[src/rtl/timer_rc_multi.sv]
// Multi-channel tick generator: one shared prescaler produces a base tick,
// and each channel fires a one-cycle Tick every (CfgValue+1) base ticks.
module timer_rc_multi #(
  parameter int NUM_CH   = 4,
  parameter int CNT_W    = 10,
  parameter int PRESCALE = 50000
) (
  input  logic                    Clk,
  input  logic                    Rst,
  input  logic                    Enable,
  input  logic [NUM_CH-1:0]       ChEn,
  input  logic [NUM_CH-1:0]       Mode,
  input  logic [NUM_CH-1:0]       Clear,
  input  logic [NUM_CH*CNT_W-1:0] CfgValue,
  output logic [NUM_CH-1:0]       Tick,
  output logic [NUM_CH-1:0]       Done
);

  localparam int              PS_W    = (PRESCALE > 1) ? $clog2(PRESCALE) : 1;
  localparam logic [PS_W-1:0] PS_LAST = PS_W'(PRESCALE - 1);

  logic [PS_W-1:0] presc;
  logic            base_tick;

  assign base_tick = Enable && (presc == PS_LAST);

  always_ff @(posedge Clk or posedge Rst) begin
    if (Rst) begin
      presc <= '0;
    end else if (!Enable || base_tick) begin
      presc <= '0;
    end else begin
      presc <= presc + PS_W'(1);
    end
  end

  for (genvar i = 0; i < NUM_CH; i++) begin : g_ch
    logic [CNT_W-1:0] cnt;
    logic [CNT_W-1:0] cfg;
    logic             tick_r;
    logic             done_r;
    logic             armed;
    logic             at_term;

    assign cfg     = CfgValue[i*CNT_W +: CNT_W];
    assign armed   = ChEn[i] && !(Mode[i] && done_r);
    assign at_term = (cnt >= cfg);

    // A base tick landing while Tick is still high (only possible with
    // PRESCALE=1) is held off one cycle so Tick can never stay high twice.
    always_ff @(posedge Clk or posedge Rst) begin
      if (Rst) begin
        cnt    <= '0;
        tick_r <= 1'b0;
        done_r <= 1'b0;
      end else if (Clear[i]) begin
        cnt    <= '0;
        tick_r <= 1'b0;
        done_r <= 1'b0;
      end else if (armed && base_tick) begin
        if (at_term && !tick_r) begin
          cnt    <= '0;
          tick_r <= 1'b1;
          if (Mode[i]) begin
            done_r <= 1'b1;
          end
        end else begin
          if (!at_term) begin
            cnt <= cnt + CNT_W'(1);
          end
          tick_r <= 1'b0;
        end
      end else begin
        tick_r <= 1'b0;
      end
    end

    assign Tick[i] = tick_r;
    assign Done[i] = done_r;
  end

endmodule

[config.mk]
export PLATFORM = sky130hd
export DESIGN_NAME = timer_rc_multi
export DESIGN_NICKNAME = d
export VERILOG_FILES = /design/src/rtl/timer_rc_multi.sv
export SDC_FILE = /design/constraint.sdc
export NUM_CORES = 1
export LEC_CHECK = 0
export CAP_MARGIN = 0
export CORE_MARGIN = 8
export CORE_UTILIZATION = 53
export CTS_CLUSTER_SIZE = 40
export DETAILED_ROUTE_END_ITERATION = 10
export GPL_TIMING_DRIVEN = 0
export PLACE_DENSITY = 0.83
export RECOVER_POWER = 25
export SLEW_MARGIN = 10
export SYNTH_ARGS = -nofsm -noshare
export SYNTH_HDL_FRONTEND = slang
export SYNTH_SLANG_ARGS = --single-unit
[constraint.sdc]
create_clock -name Clk -period 2.67 [get_ports Clk]
set_clock_uncertainty 0.05 [all_clocks]
set_input_delay 0.6675 -clock Clk [delete_from_list [all_inputs] [get_ports Clk]]
set_output_delay 0.6675 -clock Clk [all_outputs]
set_load 0.005 [all_outputs]
# [Word level (Yosys, flattened, before mapping)]
# Index checks and enable logic that the tools add are counted.
[word_totals] word_cells=119 in_bits=55 output_inout_bits=8 ff_bits=64
[classes] n_addsub=5 n_mux=45 reduce_logical=47 n_eq_ne=5 n_lt_le_gt_ge=4
[ops] operator="$mux 10" count=16
[ops] operator="$add 10x1->10 const B" count=4
[ops] operator="$ge 10x10->1" count=4
[ops] operator="$mux 1" count=28
[ops] operator="$reduce_bool 2->1" count=12
[ops] operator="$logic_and 1x1->1" count=17
[ops] operator="$add 16x1->16 const B" count=1
[ops] operator="$eq 16x16->1 const B" count=1
[ops] operator="$mux 16" count=1
[ops] operator="$ne 3x2->1 const B" count=4
[ops] operator="$reduce_and 3->1" count=4
[ops] operator="$logic_not 1->1" count=9
[ops] operator="$reduce_and 2->1" count=4
[ops] operator="$logic_or 1x1->1" count=1

# [Logic depth before layout (Yosys ltp)]
[logic_depth] ltp_word=6 depth_mapped=9 mapped_depth_nobuf=8

# [Worst setup path before layout]
# No wires, ideal clock.
[synth_timing] kind="input-to-reg" start="input CfgValue[3]" end="register g_ch[0].cnt[2]" path_stages=8 path_slack_ns=0.191 arrival_time_ns=2.362 setup_time_ns=0.067 n_path_buf=0 path_cell_list="inv_1 > ha_1 > a211o_1 > a21oi_1 > o21ai_1 > a2111oi_4 > and3b_1 > a221o_1"
[synth_via] elab_chain_cells=5 word_cells_on_any_way=7 cone_classes="1 x order compare; 1 x eq/ne; 3 x mux; 2 x reduce/logical"
[synth_lines] element="start: declaration" line="14" text="input logic [NUM_CH*CNT_W-1:0] CfgValue,"
[synth_lines] element="$ge 10x10->1 *" line="47" text="assign at_term = (cnt >= cfg);"
[synth_lines] element="$logic_and 1x1->1" line="61" text="if (at_term && !tick_r) begin"
[synth_lines] element="$mux 10" line="61"
[synth_lines] element="$mux 10" line="60" text="end else if (armed && base_tick) begin"
[synth_lines] element="$mux 10" line="56" text="end else if (Clear[i]) begin"
[synth_lines] element="end signal: assignment" line="69" text="cnt <= cnt + CNT_W'(1);"
[synth_lines] element="end: declaration" line="38" text="logic [CNT_W-1:0] cnt;"
# Mark *: on every way between the ends. The rest lies on a longest branch, timed or not. The select of a mux whose other input is x is not followed.
# A chain may end at the register's enable or synchronous reset.

# [Worst setup path after layout]
[layout_timing] start="input CfgValue[33]" end="register g_ch[3].cnt[9]"
[layout_via] elab_chain_cells=5 word_cells_on_any_way=7 cone_classes="1 x order compare; 1 x eq/ne; 3 x mux; 2 x reduce/logical"
[layout_lines] element="$ge 10x10->1 *" line="47"
[layout_lines] element="$logic_and 1x1->1" line="61"
[layout_lines] element="$mux 10" line="61"
[layout_lines] element="$mux 10" line="60"
[layout_lines] element="$mux 10" line="56"
[layout_lines] element="end signal: assignment" line="69"
[layout_lines] element="end: declaration" line="38"
# Marked as above.

==> results.md <==
- Worst EP required: 2840 ps
- Slew at the pin closest to its max-slew limit: 1320 ps
- Clock Pin Slew Worst Setup and Hold Paths: 70 ps
- Die height: 107 µm
- I/O pins: 63
- Max-slew headroom: 11.9%
- Synth area leader: dfrtp_1
- Worst Slack Setup Final: 33.8 ps
- Hold_buf cts: 0
- Max-Cap Viols: 0
- Sequential area share after synthesis: 36.3%
- P per Cell Area: 352 mW/mm²
- Initial antenna violation count: 0
- Share of cells above drive strength 1: 13.3%
- Top cells by count, synth: dfrtp_1 (64), nor2_1 (52), inv_1 (51), ha_1 (45), nand2_1 (39)
- Initial Util: 54.3%
- H-tree depth: 3
- Fmax: 379 MHz
- DR pass1 iterations: 4
- Via density: 5.86
- Clock latency on the worst-skew pair: 340 ps
- GRT Util Overall: 18.9%
- GPL Wtd Cong: 0.808
- CTS tree: done
- Yosys warning count: 0
- Sw frac: 24.2%
- Final Hold Fails: 0
- Synthesized cell area: 0.00442 mm²
- Setup CP Type: in2reg
- Asr flop ratio synth: 100%
- Status: finished clean
- Area after DPL: 0.00517 mm²
- Post-route ant nets: 0
- Hpwl dp: 7560 µm
- Largest net degree at the start of global routing: 65
- Synth top area share: 36.3%
- DRT iter0 DRCs: 196
- Antenna diodes: 0
- Design Area, Final: 0.00565 mm²
- Post-synthesis average cell area: 8.94 µm²
- Clock buffer depth: 2
- Root Buffer: clkbuf_8
- PortBufs: 62
- Worst-path cell chain: clkdlybuf4s50_1 -> inv_1 -> ha_4 -> a211o_1 -> a21oi_2 -> o21ai_4 -> a211oi_4 -> nor3_4 -> a221o_1
- Gate Count Post-Synth: 494
- Combinational share of power: 10.4%
- CP Launch Type: primary input
- Final max-slew violation count: 0
- Num rows: 33
- Die width: 107 µm
- Synth unique cells: 50
- Worst-path maximum fanout: 5
- Number of synthesized flops with an enable pin: 0
- Crit path time final: 2640 ps
- Tcrit/Tclk final: 98.7%
- Worst Hold Class: reg2reg
- Finish-stage setup viols: 0
- Cts bufs inserted: 9
- Register share of total power: 49.1%
- Residual DRC: 0
- Vias: 4005
- Core ar.: 0.00813 mm²
- CP Data Arrival Time: 2810 ps
- Delay-heaviest family, CP: compound AO/OA/AOI/OAI gates
- Critical Path Max Stage Delay: 450 ps
- DIE AREA: 0.0115 mm²
- Clk pwr share: 40.5%
- WL final: 10800 µm
- Worst path bufs/invs: 2
- Unrepaired setup endpoints after global routing: yes
- Most used DFF post-synth: dfrtp_1
- Final-stage net count: 673
- Setup WS pre-CTS: -684 ps
- CTS Sinks: 64
- Slowest CP cell: clkdlybuf4s50_1
- Post-Syn Nets: 594
- P_int: 0.00151 W
- CP Capture Type: flop
- Layout area overhead: 27.8%
- Hold_ws: 460 ps
- Vias in the first global route: 4002
- Pleak: 2.78 nW
- Area contributors post-synth: dfrtp_1 (36%), ha_1 (13%), a221o_1 (5.0%)
- VDD IR max: 233 µV
- Count leader, synth: dfrtp_1
- Grt total ovfl: 0
- Flops & latches, synth: 64
- Switching power total: 0.000481 W
- First-pass GRT wire length: 18000 µm
- Routed len/inst: 15.8 µm
-- cells by family (layout without fill, tap and decap cells) --
group | Yosys count | count (layout) | synth area share [%]
AOI/OAI and AO/OA | 87 | 87 | 15.1
xor gates and xnor gates | 14 | 14 | 2.78
adders and majority gates | 45 | 45 | 12.7
buffers and inverters | 64 | 145 | 6.15
DFF | 64 | 64 | 36.3
muxes | 3 | 3 | 0.765
and+or+nand+nor | 217 | 220 | 26.3
-- registers in the layout, indices dropped and copies added, names as in the netlist --
register / count
g_ch.done_r: 4
presc: 16
g_ch.cnt: 40
g_ch.tick_r: 4
-- metrics by stage --
stage	power [W]	setup TNS, ps	std cells	utilization (%)
floorplan	0.00107	0	494	-
global placement	0.00118	-67260	661	63.6
detailed placement	0.00118	-20030	661	63.6
CTS	0.00199	0	682	67.4
global route	0.00207	-54.3	683	69.4
finish	0.00199	0	683	69.4
-- per-layer routing --
layer | routed length, µm | global-route usage, % | vias up | share of wire [%]
li1 | - | - | 1941 | -
met3 | 474 | 3.41 | 21 | 4.4
met4 | 199 | 8.34 | 0 | 1.8
met5 | 0 | 0 | - | 0
met2 | 5380 | 32.2 | 90 | 50
met1 | 4710 | 22.9 | 1953 | 44
-- placed cells by master, fill, tap and decap left out, types with 4 or more instances in the layout --
cell type        instances
a21oi_2                  5
or2_2                    5
xnor2_1                  5
ha_4                     4
nor4_1                   4
nand2_1                 39
a211oi_4                 4
buf_4                   12
o21a_1                   4
and3_1                  29
a21oi_1                 19
nand3_1                 34
or3_1                    4
nor2_2                   4
dfrtp_1                 64
nor2_1                  48
nand2b_1                 5
ha_1                    40
clkbuf_1                 5
a31oi_1                  5
xor2_1                   9
a211o_1                  5
nand3b_1                 6
nand4_1                  6
inv_1                   48
a221o_1                 22
clkbuf_8                 9
nor3_4                   6
nor2b_1                  7
clkdlybuf4s50_1         58
-- worst paths after layout --
kind                                   start              to  slack [ps]  depth (start not counted)
worst min-delay path                presc[0]        presc[0]         460                          1
max in group asynchronous                Rst  g_ch[0].cnt[1]         670                          2
worst min register to register      presc[0]        presc[0]         460                          1
worst max register to register      presc[0]  g_ch[3].cnt[9]         320                          7
min in group asynchronous                Rst  g_ch[2].cnt[0]        1100                          2
worst max-delay path            CfgValue[33]  g_ch[3].cnt[9]          30                          9
-- power by group through the flow --
stage	Sequential, W	Combinational, W	Clock, W
floorplan	0.000994	0.0000784	0
global placement	0.000995	0.000180	0
detailed placement	0.000995	0.000189	0
CTS	0.000977	0.000200	0.000817
global route	0.000977	0.000232	0.000858
finish	0.000977	0.000208	0.000806
-- area by class of cell --
cell class | count | area (µm²)
Timing Repair Buffer | 66 | 658
Inverter | 51 | 191
Fill cell | 613 | 2490
Clock buffer | 12 | 135
Clock inverter | 4 | 45.0
Tap cell | 105 | 131
Multi-Input combinational cell | 369 | 2800
Sequential cell | 64 | 1600
Buffer | 12 | 82.6
-- timing repair --
item / CTS / global route
pin swaps: 10 / 32
gates resized for setup: 16 / 37
endpoints found under the setup margin: 32 / 41
setup buffers: 4 / 0
gates cloned: 1 / 2
(Power assumes the default switching activity.)
==> RTL edit 1: new RTL, config.mk and constraints unchanged <==
`NUM_CH`: 4 -> 6.
--- a/src/rtl/timer_rc_multi.sv
+++ b/src/rtl/timer_rc_multi.sv
@@ -1,7 +1,7 @@
 // Multi-channel tick generator: one shared prescaler produces a base tick,
 // and each channel fires a one-cycle Tick every (CfgValue+1) base ticks.
 module timer_rc_multi #(
-  parameter int NUM_CH   = 4,
+  parameter int NUM_CH   = 6,
   parameter int CNT_W    = 10,
   parameter int PRESCALE = 50000
 ) (
Interface: changed (6 resized); port bits go from 63 to 93. The function was not compared with the original's and may differ.
==> RTL edit 1 against the unedited design <==
Cell count rose by 60%; core utilization barely moved; non-clock buffer count increased by 69; total power up 52%; sequential cell count rose by 24; worst setup slack improved by 0.015 ns; register-to-register slack got worse by 0.25 ns; synthesized area increased by 50%; wire length increased by 55%; final area is 49% higher; critical endpoint is now g_ch[1].cnt[9].
==> RTL edit 1: results (changes against the unedited design) <==
OUTCOME
----------------------------------------------------------------------------------------
Result of the run ......................................................... finished, final reports clean

FINISH
----------------------------------------------------------------------------------------
Number of ordinary inverters in the final layout ..........................           69   +35%
Registers with the most flip-flops ........................................ g_ch.cnt: 60 flops, presc: 16 flops
Non-clock buffering overhead in the final layout ..........................        15.4%   +2.3 points
Total area of sequential cells ............................................   2200 sq um   +37%
Proportion of layout cells with a drive suffix above 1 ....................        9.72%   -3.6 points
Total number of nets in the final design ..................................         1069   +59%
Clk tree area frac ........................................................        3.82%   +0.63 points
Clock buf count ...........................................................           10   -2
Count of filler cells inserted in the layout ..............................          997   +63%
Fraction of standard cell area in multi-input logic .......................        48.9%   -0.68 points

SYNTHESIS
----------------------------------------------------------------------------------------
Sequential cell area fraction in the yosys report .........................        33.3%   -2.9 points
Top post-synthesis cells by count ......................................... sky130_fd_sc_hd__dfrtp_1 (88), sky130_fd_sc_hd__nand2_1 (76), sky130_fd_sc_hd__nand3_1 (72)
Synth Instances ...........................................................          803   +63%
Number of different library cells in the post-synthesis netlist ...........           55   +10%
Area share of fa/ha/maj cells after synthesis .............................        12.7%   -0.055 points

CLOCKING
----------------------------------------------------------------------------------------
Root buffer cell .......................................................... sky130_fd_sc_hd__clkbuf_16
TritonCTS Sinks ...........................................................           88   +38%

CRITICAL PATH
----------------------------------------------------------------------------------------
Critical path capture point ............................................... g_ch[1].cnt[9]
Critical register-to-register path startpoint .............................     presc[7]
Capture instance of the worst register-to-register path ................... g_ch[4].cnt[7]
Cell count along the critical path ........................................           10   +1
Category of cells accounting for the largest share of critical-path delay . buffers and inverters
Worst-case reg-to-reg path depth ..........................................            9   +2
Crit path arrival time ....................................................      2.79 ns   -0.02 ns

GLOBAL ROUTING
----------------------------------------------------------------------------------------
Global Route met2 Usage ...................................................        35.3%   +3.1 points
Overall global routing resource usage .....................................        20.1%   +1.2 points
Met1 capacity usage during global routing .................................        24.8%   +1.9 points
Number of global-route vias before repair .................................         5999   +50%

PLACEMENT
----------------------------------------------------------------------------------------
GP Congestion .............................................................        0.859   +6.3%
PortBufs ..................................................................           91   +47%

TIMING
----------------------------------------------------------------------------------------
Maximum clock frequency ...................................................      381 MHz   +0.56%
Transition time at the pin with the least slew margin .....................     0.902 ns   -0.417 ns

[RTL edit 1: cell types whose count changed after synthesis, moves of 22 or more]
cell / before / now
sky130_fd_sc_hd__a31oi_1: 5 / 45
sky130_fd_sc_hd__dfrtp_1: 64 / 88
sky130_fd_sc_hd__ha_1: 45 / 67
sky130_fd_sc_hd__nand2_1: 39 / 76
sky130_fd_sc_hd__nand3_1: 36 / 72
sky130_fd_sc_hd__o21ai_0: 8 / 50
[RTL edit 1: repair_timing]
| action | in CTS | in global routing |
|---|---|---|
| endpoints found under the setup margin | 55 | 60 |
| hold buffers | 0 | 0 |
| gates resized for setup | 16 | 42 |
| setup buffers | 1 | 12 |
| pin swaps | 2 | 17 |
[RTL edit 1: where the power goes]
group	leakage [nW]	total [mW]	switching (mW)	internal [mW]
clock	0.158	1.36	0.520	0.840
combinational	2.33	0.310	0.139	0.171
sequential	1.23	1.36	0.0131	1.34
==> RTL edit 2: new RTL, same flow settings <==
Made on the original files. Register the inputs `Enable`, `ChEn`, `Mode`, `Clear` and `CfgValue` before use, cleared by the reset. The logic sees them one clock later. Comments in the files are not updated.
--- a/src/rtl/timer_rc_multi.sv
+++ b/src/rtl/timer_rc_multi.sv
@@ -19,15 +19,37 @@
   localparam int              PS_W    = (PRESCALE > 1) ? $clog2(PRESCALE) : 1;
   localparam logic [PS_W-1:0] PS_LAST = PS_W'(PRESCALE - 1);
 
+  logic Enable_q;
+  logic [NUM_CH-1:0] ChEn_q;
+  logic [NUM_CH-1:0] Mode_q;
+  logic [NUM_CH-1:0] Clear_q;
+  logic [NUM_CH*CNT_W-1:0] CfgValue_q;
+
+  always_ff @(posedge Clk or posedge Rst) begin
+    if (Rst) begin
+      Enable_q   <= '0;
+      ChEn_q     <= '0;
+      Mode_q     <= '0;
+      Clear_q    <= '0;
+      CfgValue_q <= '0;
+    end else begin
+      Enable_q   <= Enable;
+      ChEn_q     <= ChEn;
+      Mode_q     <= Mode;
+      Clear_q    <= Clear;
+      CfgValue_q <= CfgValue;
+    end
+  end
+
   logic [PS_W-1:0] presc;
   logic            base_tick;
 
-  assign base_tick = Enable && (presc == PS_LAST);
+  assign base_tick = Enable_q && (presc == PS_LAST);
 
   always_ff @(posedge Clk or posedge Rst) begin
     if (Rst) begin
       presc <= '0;
-    end else if (!Enable || base_tick) begin
+    end else if (!Enable_q || base_tick) begin
       presc <= '0;
     end else begin
       presc <= presc + PS_W'(1);
@@ -42,8 +64,8 @@
     logic             armed;
     logic             at_term;
 
-    assign cfg     = CfgValue[i*CNT_W +: CNT_W];
-    assign armed   = ChEn[i] && !(Mode[i] && done_r);
+    assign cfg     = CfgValue_q[i*CNT_W +: CNT_W];
+    assign armed   = ChEn_q[i] && !(Mode_q[i] && done_r);
     assign at_term = (cnt >= cfg);
 
     // A base tick landing while Tick is still high (only possible with
@@ -53,7 +75,7 @@
         cnt    <= '0;
         tick_r <= 1'b0;
         done_r <= 1'b0;
-      end else if (Clear[i]) begin
+      end else if (Clear_q[i]) begin
         cnt    <= '0;
         tick_r <= 1'b0;
         done_r <= 1'b0;
@@ -61,7 +83,7 @@
         if (at_term && !tick_r) begin
           cnt    <= '0;
           tick_r <= 1'b1;
-          if (Mode[i]) begin
+          if (Mode_q[i]) begin
             done_r <= 1'b1;
           end
         end else begin
Function: same outputs for any inputs over 10 cycles, from zero or initial values and one cycle with Rst high; that may be too few to reach the edited logic, so the function may still have changed.
==> RTL edit 2 against the unedited design <==
Final area up 32%; worst setup slack better by 0.089 ns; sequential cell count up 53; total power up 130%; wire length up 30%; via count up 20%; synthesized area up 35%; the run now ends with capacitance limit, slew limit left; cell count up 21%.
==> RTL edit 2: results (changes against the unedited design) <==
CRITICAL PATH
---------------------------------------------------------------------------
Critical-path cell with the highest stage delay .............. sky130_fd_sc_hd__nor4_1
Crit path arrival time .......................................      2.97 ns   +0.16 ns
Largest incremental delay on the critical path ...............      0.43 ns   -0.02 ns
CP max FO ....................................................           10   +5

FLOW RUN
---------------------------------------------------------------------------
# Max-Cap Violations .........................................            1   +1

TIMING
---------------------------------------------------------------------------
Final-report max-slew violation count ........................           33   +33
Transition time at the pin with the least slew margin ........      1.54 ns   +0.218 ns

GLOBAL ROUTING
---------------------------------------------------------------------------
Global-route wire length before repair ....................... 24000 microns   +33%
Maximum number of pins on one net before global-route repair .           34   -48%
Met3 usage in global routing .................................        6.71%   +3.3 points
Met1 capacity usage during global routing ....................        22.9%   +0.040 points
Number of global-route vias before repair ....................         5111   +28%
Overall global routing resource usage ........................        20.2%   +1.3 points

CLOCKING
---------------------------------------------------------------------------
Clk_lat worst skew ...........................................      0.53 ns   +0.19 ns
Inserted Clock Buffers .......................................           17   +8
Count of instances resized after the clock tree is built .....            0   -16
Htree depth ..................................................            4   +1

FINISH
---------------------------------------------------------------------------
Total number of nets in the final design .....................          771   +15%
Proportion of layout cells with a drive suffix above 1 .......        10.5%   -2.8 points

DRT
---------------------------------------------------------------------------
Wire length reported by the detailed router .................. 13900 microns   +30%
Overall via count from detail_route ..........................         4811   +20%
Number of vias per cell after detailed routing ...............         5.84   -0.43%

OUTCOME
---------------------------------------------------------------------------
Violations in the final reports .............................. capacitance limit, slew limit
Result of the run ............................................ finished with violations

SYNTHESIS
---------------------------------------------------------------------------
Sequential cell area fraction in the yosys report ............        49.2%   +13 points
Mapped Avg Cell Area .........................................   10.1 sq um   +13%
Top cells by area, synth ..................................... sky130_fd_sc_hd__dfrtp_1 (49%), sky130_fd_sc_hd__ha_1 (9.5%), sky130_fd_sc_hd__nand3_1 (4.0%), sky130_fd_sc_hd__nand2_1 (3.0%), sky130_fd_sc_hd__inv_1 (3.0%)
Top post-synthesis cells by count ............................ sky130_fd_sc_hd__dfrtp_1 (117), sky130_fd_sc_hd__nand2_1 (48), sky130_fd_sc_hd__nand3_1 (48)

PWR
---------------------------------------------------------------------------
Peak ir drop on the vdd network ..............................   0.000604 V   +160%
Leakage Power ................................................      3.39 nW   +22%

PLACEMENT
---------------------------------------------------------------------------
Post-detail-place hpwl ....................................... 9660 microns   +28%
Cell Count Post-Placement ....................................          792   +20%

[RTL edit 2: worst paths after layout]
path	start	to	slack [ns]	cells after the start
max	g_ch[0].cnt[3]	g_ch[0].cnt[8]	0.12	8
min	Clear_q[1]	g_ch[1].cnt[8]	0.40	1
max reg2reg	g_ch[0].cnt[3]	g_ch[0].cnt[8]	0.12	8
min reg2reg	Clear_q[1]	g_ch[1].cnt[8]	0.40	1
max in group asynchronous	Rst	Clear_q[0]	0.67	4
min in group asynchronous	Rst	Mode_q[2]	0.92	2
[RTL edit 2: power breakdown]
group | total [mW] | switching (mW) | internal [mW]
Sequential | 1.84 | 0.0189 | 1.82
Clock | 2.51 | 0.822 | 1.69
Combinational | 0.202 | 0.105 | 0.0964
[RTL edit 2: per-stage QoR]
stage | hold slack, ns | area, sq um | power, mW | worst slack (ns) | setup TNS, ns
after floorplan | 0.370 | 5960 | 1.96 | 0.470 | 0
after global placement | 0.388 | 6750 | 2.06 | -0.495 | -57.17
after CTS | 0.408 | 7470 | 4.59 | 0.137 | 0
final | 0.404 | 7470 | 4.55 | 0.123 | 0
after detailed placement | 0.396 | 6810 | 2.09 | 0.212 | 0
after global routing | 0.445 | 7470 | 4.70 | 0.0162 | 0
[RTL edit 2: per-layer routing]
layer | part of all wire (%) | wire length (microns)
met5 | 0 | 0
met1 | 41 | 5730
met3 | 6.3 | 882
met4 | 1.7 | 242
met2 | 51 | 7090
[RTL edit 2: kinds of logic (layout without fill, tap and decap cells)]
group / after synthesis / in the layout / synth area share [%]
buffers and inverters: 73 / 170 / 5.32
AOI/OAI and AO/OA: 112 / 112 / 13.2
DFF: 117 / 117 / 49.2
adders and majority gates: 45 / 45 / 9.46
and+or+nand+nor: 225 / 225 / 20.6
muxes: 1 / 1 / 0.189
xor gates and xnor gates: 14 / 14 / 2.06
[RTL edit 2: final cells by class]
cell class,instances,area (sq um)
Clock inverter,11,196
Sequential cell,117,2930
Inverter,49,185
Multi-Input combinational cell,397,2710
Fill cell,796,3420
Clock buffer,21,459
Tap cell,140,175
Buffer,24,134
Timing Repair Buffer,65,681
